<file path="src/rtl/ram_pkg.sv">
// Shared sizing constants for the ram block and its storage array.
package ram_pkg;

  localparam int RAM_DATA_WIDTH = 32;
  localparam int RAM_ADDR_WIDTH = 5;

  function automatic int ram_depth(input int aw);
    return 1 << aw;
  endfunction

  localparam int RAM_DEPTH = ram_depth(RAM_ADDR_WIDTH);

endpackage

</file>
<file path="src/rtl/ram_array.sv">
// Word storage with one write port and a combinational read of mem[addr].
// Defining RAM_CLEAR_ON_RESET_EN makes reset_n clear every word asynchronously.
module ram_array
  import ram_pkg::*;
#(
  parameter int DATA_WIDTH = RAM_DATA_WIDTH,
  parameter int ADDR_WIDTH = RAM_ADDR_WIDTH
) (
  input  logic                  clk,
  input  logic                  reset_n,
  input  logic                  we,
  input  logic [ADDR_WIDTH-1:0] addr,
  input  logic [DATA_WIDTH-1:0] din,
  output logic [DATA_WIDTH-1:0] rdata
);

  localparam int DEPTH = ram_depth(ADDR_WIDTH);

  logic [DATA_WIDTH-1:0] mem [DEPTH];

`ifdef RAM_CLEAR_ON_RESET_EN
  always_ff @(posedge clk or negedge reset_n) begin
    if (!reset_n) begin
      for (int i = 0; i < DEPTH; i++) mem[i] <= '0;
    end else if (we) begin
      mem[addr] <= din;
    end
  end
`else
  // Contents survive reset; a write on an edge with reset_n low is dropped.
  always_ff @(posedge clk) begin
    if (reset_n && we) mem[addr] <= din;
  end
`endif

  assign rdata = mem[addr];

endmodule

</file>
<file path="src/rtl/ram.sv">
// Single-port RAM top: cen/wen decode and the registered read output dout.
// Optional build macro RAM_CLEAR_ON_RESET_EN clears storage on reset.
module ram
  import ram_pkg::*;
#(
  parameter int DATA_WIDTH = RAM_DATA_WIDTH,
  parameter int ADDR_WIDTH = RAM_ADDR_WIDTH
) (
  input  logic                  clk,
  input  logic                  reset_n,
  input  logic                  cen,
  input  logic                  wen,
  input  logic [ADDR_WIDTH-1:0] addr,
  input  logic [DATA_WIDTH-1:0] din,
  output logic [DATA_WIDTH-1:0] dout
);

  logic                  we;
  logic                  re;
  logic [DATA_WIDTH-1:0] rdata;

  assign we = cen & wen;
  assign re = cen & ~wen;

  ram_array #(
    .DATA_WIDTH(DATA_WIDTH),
    .ADDR_WIDTH(ADDR_WIDTH)
  ) u_array (
    .clk    (clk),
    .reset_n(reset_n),
    .we     (we),
    .addr   (addr),
    .din    (din),
    .rdata  (rdata)
  );

  // Read data stage: only a read edge presents data, every other edge zeroes it.
  always_ff @(posedge clk or negedge reset_n) begin
    if (!reset_n) begin
      dout <= '0;
    end else if (re) begin
      dout <= rdata;
    end else begin
      dout <= '0;
    end
  end

endmodule

</file>
<file path="config.mk">
export PLATFORM = sky130hd
export DESIGN_NAME = ram
export DESIGN_NICKNAME = d
export VERILOG_FILES = /design/src/rtl/ram_pkg.sv /design/src/rtl/ram_array.sv /design/src/rtl/ram.sv
export SDC_FILE = /design/constraint.sdc
export NUM_CORES = 1
export LEC_CHECK = 0
export BUFFER_PORTS_ARGS = -buffer_cell sky130_fd_sc_hd__buf_2
export CAP_MARGIN = 30
export CORE_MARGIN = 4
export CORE_UTILIZATION = 30
export DETAILED_ROUTE_END_ITERATION = 8
export GPL_ROUTABILITY_DRIVEN = 0
export PLACE_DENSITY = 0.52
export SYNTH_ARGS = -nofsm -noshare
export SYNTH_HDL_FRONTEND = slang
export SYNTH_SLANG_ARGS = --single-unit
</file>
<file path="constraint.sdc">
create_clock -name clk -period 1.1 [get_ports clk]
set_input_delay 0.11 -clock clk [delete_from_list [all_inputs] [get_ports clk]]
set_output_delay 0.11 -clock clk [all_outputs]
set_load 0.01 [all_outputs]
</file>
==> results.cfg <==
[place]
io_buffers = 72
detailed_place_hpwl_mm = 65.6
preCtsSetupSlack_ns = -0.892
place.detailed.instances = 4094

[die]
design.die.area_mm2 = 0.139
chipWidth_um = 373
pin_count = 73
die_h_um = 373
placement_rows = 133
initial_core_util = 0.303
standard_cell_core_area_mm2 = 0.132

[grt]
pin_count_of_the_biggest_net_entering_global_routing = 33
grt_antenna_before_repair = 5
first_pass_grt_wire_length_mm = 155
grt-ovfl-total = 0
grt_pass1_vias = 21585
gr-usage-all-layers = 0.153

[yosys]
syn_avg_cell_area_um2 = 18.6
syn_area_mm2 = 0.0399
synth-simple-area-share = 0.0204
area_fraction_in_compound_gates_after_synthesis = 0.0452
netlist-cell-type-count = 24
post_synth_inst_count = 2147
synth_top_family_by_area = multiplexers
synth_fp_nets = 2188
synth_adder_area_share = 0
ys_warn_count = 0
synth-xor-area-share = 0
post_synth_mux_area_share = 0.128
ys_seq_area_frac = 0.791
synth_seq_cells = 1056

[routing]
met2RoutedLength_mm = 54.4
viasPerCell = 4.90
number_of_nets_still_failing_antenna_checks_after_routing = 0
via_count = 21184
first_iter_violations = 1552
number_of_design_rule_violations_left_after_detail_routing = 0
drt_pre_antenna_iters = 5
top_layer_used = met4
met3_wirelength_mm = 5.01
routed_wirelength_mm = 109
m1WireLength_mm = 46.9
detail_route.wl_per_cell_um = 25.3

[critical_path]
reg2regPathDepth = 5
timing.critical_path.to_type = primary output
r2r-start = u_array.mem[21][14]$_DFFE_PP_
cp_num_buf_inv = 1
timing.critical_path.required_ns = 0.99
kind_of_cell_with_the_highest_combined_delay_on_the_critical_path = flip-flops
crit_chain = buf_6
crit_fanout = 1
data_arrival_time_of_the_worst_path_ns = 1.35
timing.critical_path.slowest_cell_delay_ns = 0.49
r2r_setup_slack_ns = -0.27
type_of_the_worst_setup_path = flop to primary output
cpMaxStageDelayCell = sky130_fd_sc_hd__dfrtp_2
kind_of_launch_point_of_the_worst_setup_path = flop
rr_endpoint = dout[14]$_DFF_PN0_

[finish]
layout_cells_sized_above_1 = 0.238
layout_common_cells = sky130_fd_sc_hd__edfxtp_1, sky130_fd_sc_hd__mux2i_1, sky130_fd_sc_hd__o22ai_1
most_frequent_standard_cell_in_the_layout_excluding_fill_and_tap_cells = sky130_fd_sc_hd__edfxtp_1
nNetsFinal = 2527
finish.cell_count_without_fillers = 4324
flow.area_growth_from_synthesis_pct = 26.0
final_core_density = 0.381

[cts]
worst_skew_pair.late_latency_ns = 0.70
clock_sinks = 1056
cts-htree-levels = 3
cts_root_buffer_type = sky130_fd_sc_hd__clkbuf_16
cts_tree = built
ctsLongestPathBuffers = 3
clkTransAtPathRegs_ns = 0.06
cts-buffers-inserted = 102

[status]
failed_checks = setup timing
status = complete, but fails checks

[sta]
setup_viol = 107
relSlewSlack = 0.518
worstMarginPinSlew_ns = 0.724
fmaxAchievable_mhz = 686
hold_viol = 0
setup_ws_ns = -0.358
rsz0062_at_grt = yes
period_needed_ns = 1.46
clock-skew-final_ns = 0.0278
finalSetupTns_ns = -14.89
period_share = 1.33
maxSlewViolCount = 0
finalHoldWorstSlack_ns = 0.0720

[job]
count_of_maximum_capacitance_violations = 0

[pwr]
power_per_cell_area_mw_per_mm2 = 1660
cellLeakagePower_uw = 0.0174
ir_worst_vdd_uv = 1060

[hold_path]
worst_hold_path_depth = 5
timing.hold.worst.class = input port to flop
worst_hold_startpoint = cen
holdPathEnd = dout[11]$_DFF_PN0_
how the worst max path moves through the flow:
stage                        from                      endpoint  slack, ns  cells past startpoint
2_1_floorplan             addr[0]  u_array.mem[26][0]$_DFFE_PP_      -1.01                      7
3_5_place_dp              addr[2]            dout[20]$_DFF_PN0_      -0.89                      7
5_1_grt        dout[12]$_DFF_PN0_                      dout[12]      -0.39                      1
3_3_place_gp              addr[1]             dout[0]$_DFF_PN0_      -0.88                      6
6_report       dout[13]$_DFF_PN0_                      dout[13]      -0.36                      1
4_1_cts        dout[14]$_DFF_PN0_                      dout[14]      -0.43                      1
logic make-up after synthesis:
logic type | after synthesis
AO/OA/AOI/OAI | 288
buffers and inverters | 130
AND/OR/NAND/NOR | 161
flip-flops | 1056
multiplexers | 512
flip-flops by register name, indices dropped and copies added, names as in the netlist:
| register | cells |
|---|---|
| u_array.mem | 1024 |
| dout | 32 |
synth_stat cells, drive strengths merged:
master   number  area (um^2)
nor2         95          357
a31oi        32          200
buf          70          378
edfxtp     1024        30700
mux2i       512         5120
nor4         32          200
nand4         1         6.26
dfrtp        32          801
nand2b        1         6.26
or3b          2         17.5
nand3         3         15.0
nand4bb       6         67.6
clkbuf       59          221
o22ai       256         1600
nand3b        2         15.0
or4b          4         40.0
nand2         4         15.0
or3           2         12.5
inv           1         3.75
nor3          4         20.0
or4           1         7.51
nand4b        4         35.0
cell type report:
cell class	instances	area, um^2
diodes	2	5.00
clock buffers	129	2670
clock inverters	56	641
fillers	11883	81500
inverters	1	3.75
multi-input cells	961	8640
flip-flops and latches	1056	31600
well taps	1755	2200
repair buffers	364	4550
power by group:
group / internal [uW] / switching [uW] / total, uW
logic: 1790 / 2360 / 4160
clock network: 20000 / 14600 / 34600
registers: 44300 / 111 / 44400
metal layers:
| layer | track usage | vias up |
|---|---|---|
| li1 | - | 9400 |
| met1 | 0.202 | 11075 |
| met2 | 0.263 | 558 |
| met3 | 0.0197 | 151 |
| met4 | 0.0456 | 0 |
| met5 | 0 | - |
what timing repair did:
item / CTS / global route
resized for setup: 59 / 36
cloned: 3 / 1
setup endpoints to repair: 176 / 87
hold buffers: 35 / 0
buffers inserted: 3 / 3
pin swaps: 62 / 33
hold endpoints to repair: 1083 / 0
stage by stage:
step | area, um^2 | total power [uW]
final | 50300 | 83200
after global placement | 45900 | 49100
after global routing | 50300 | 86000
after detailed placement | 45900 | 49200
after CTS | 50000 | 84000
after floorplan | 40700 | 47100
Power figures use the tool's default switching activity.
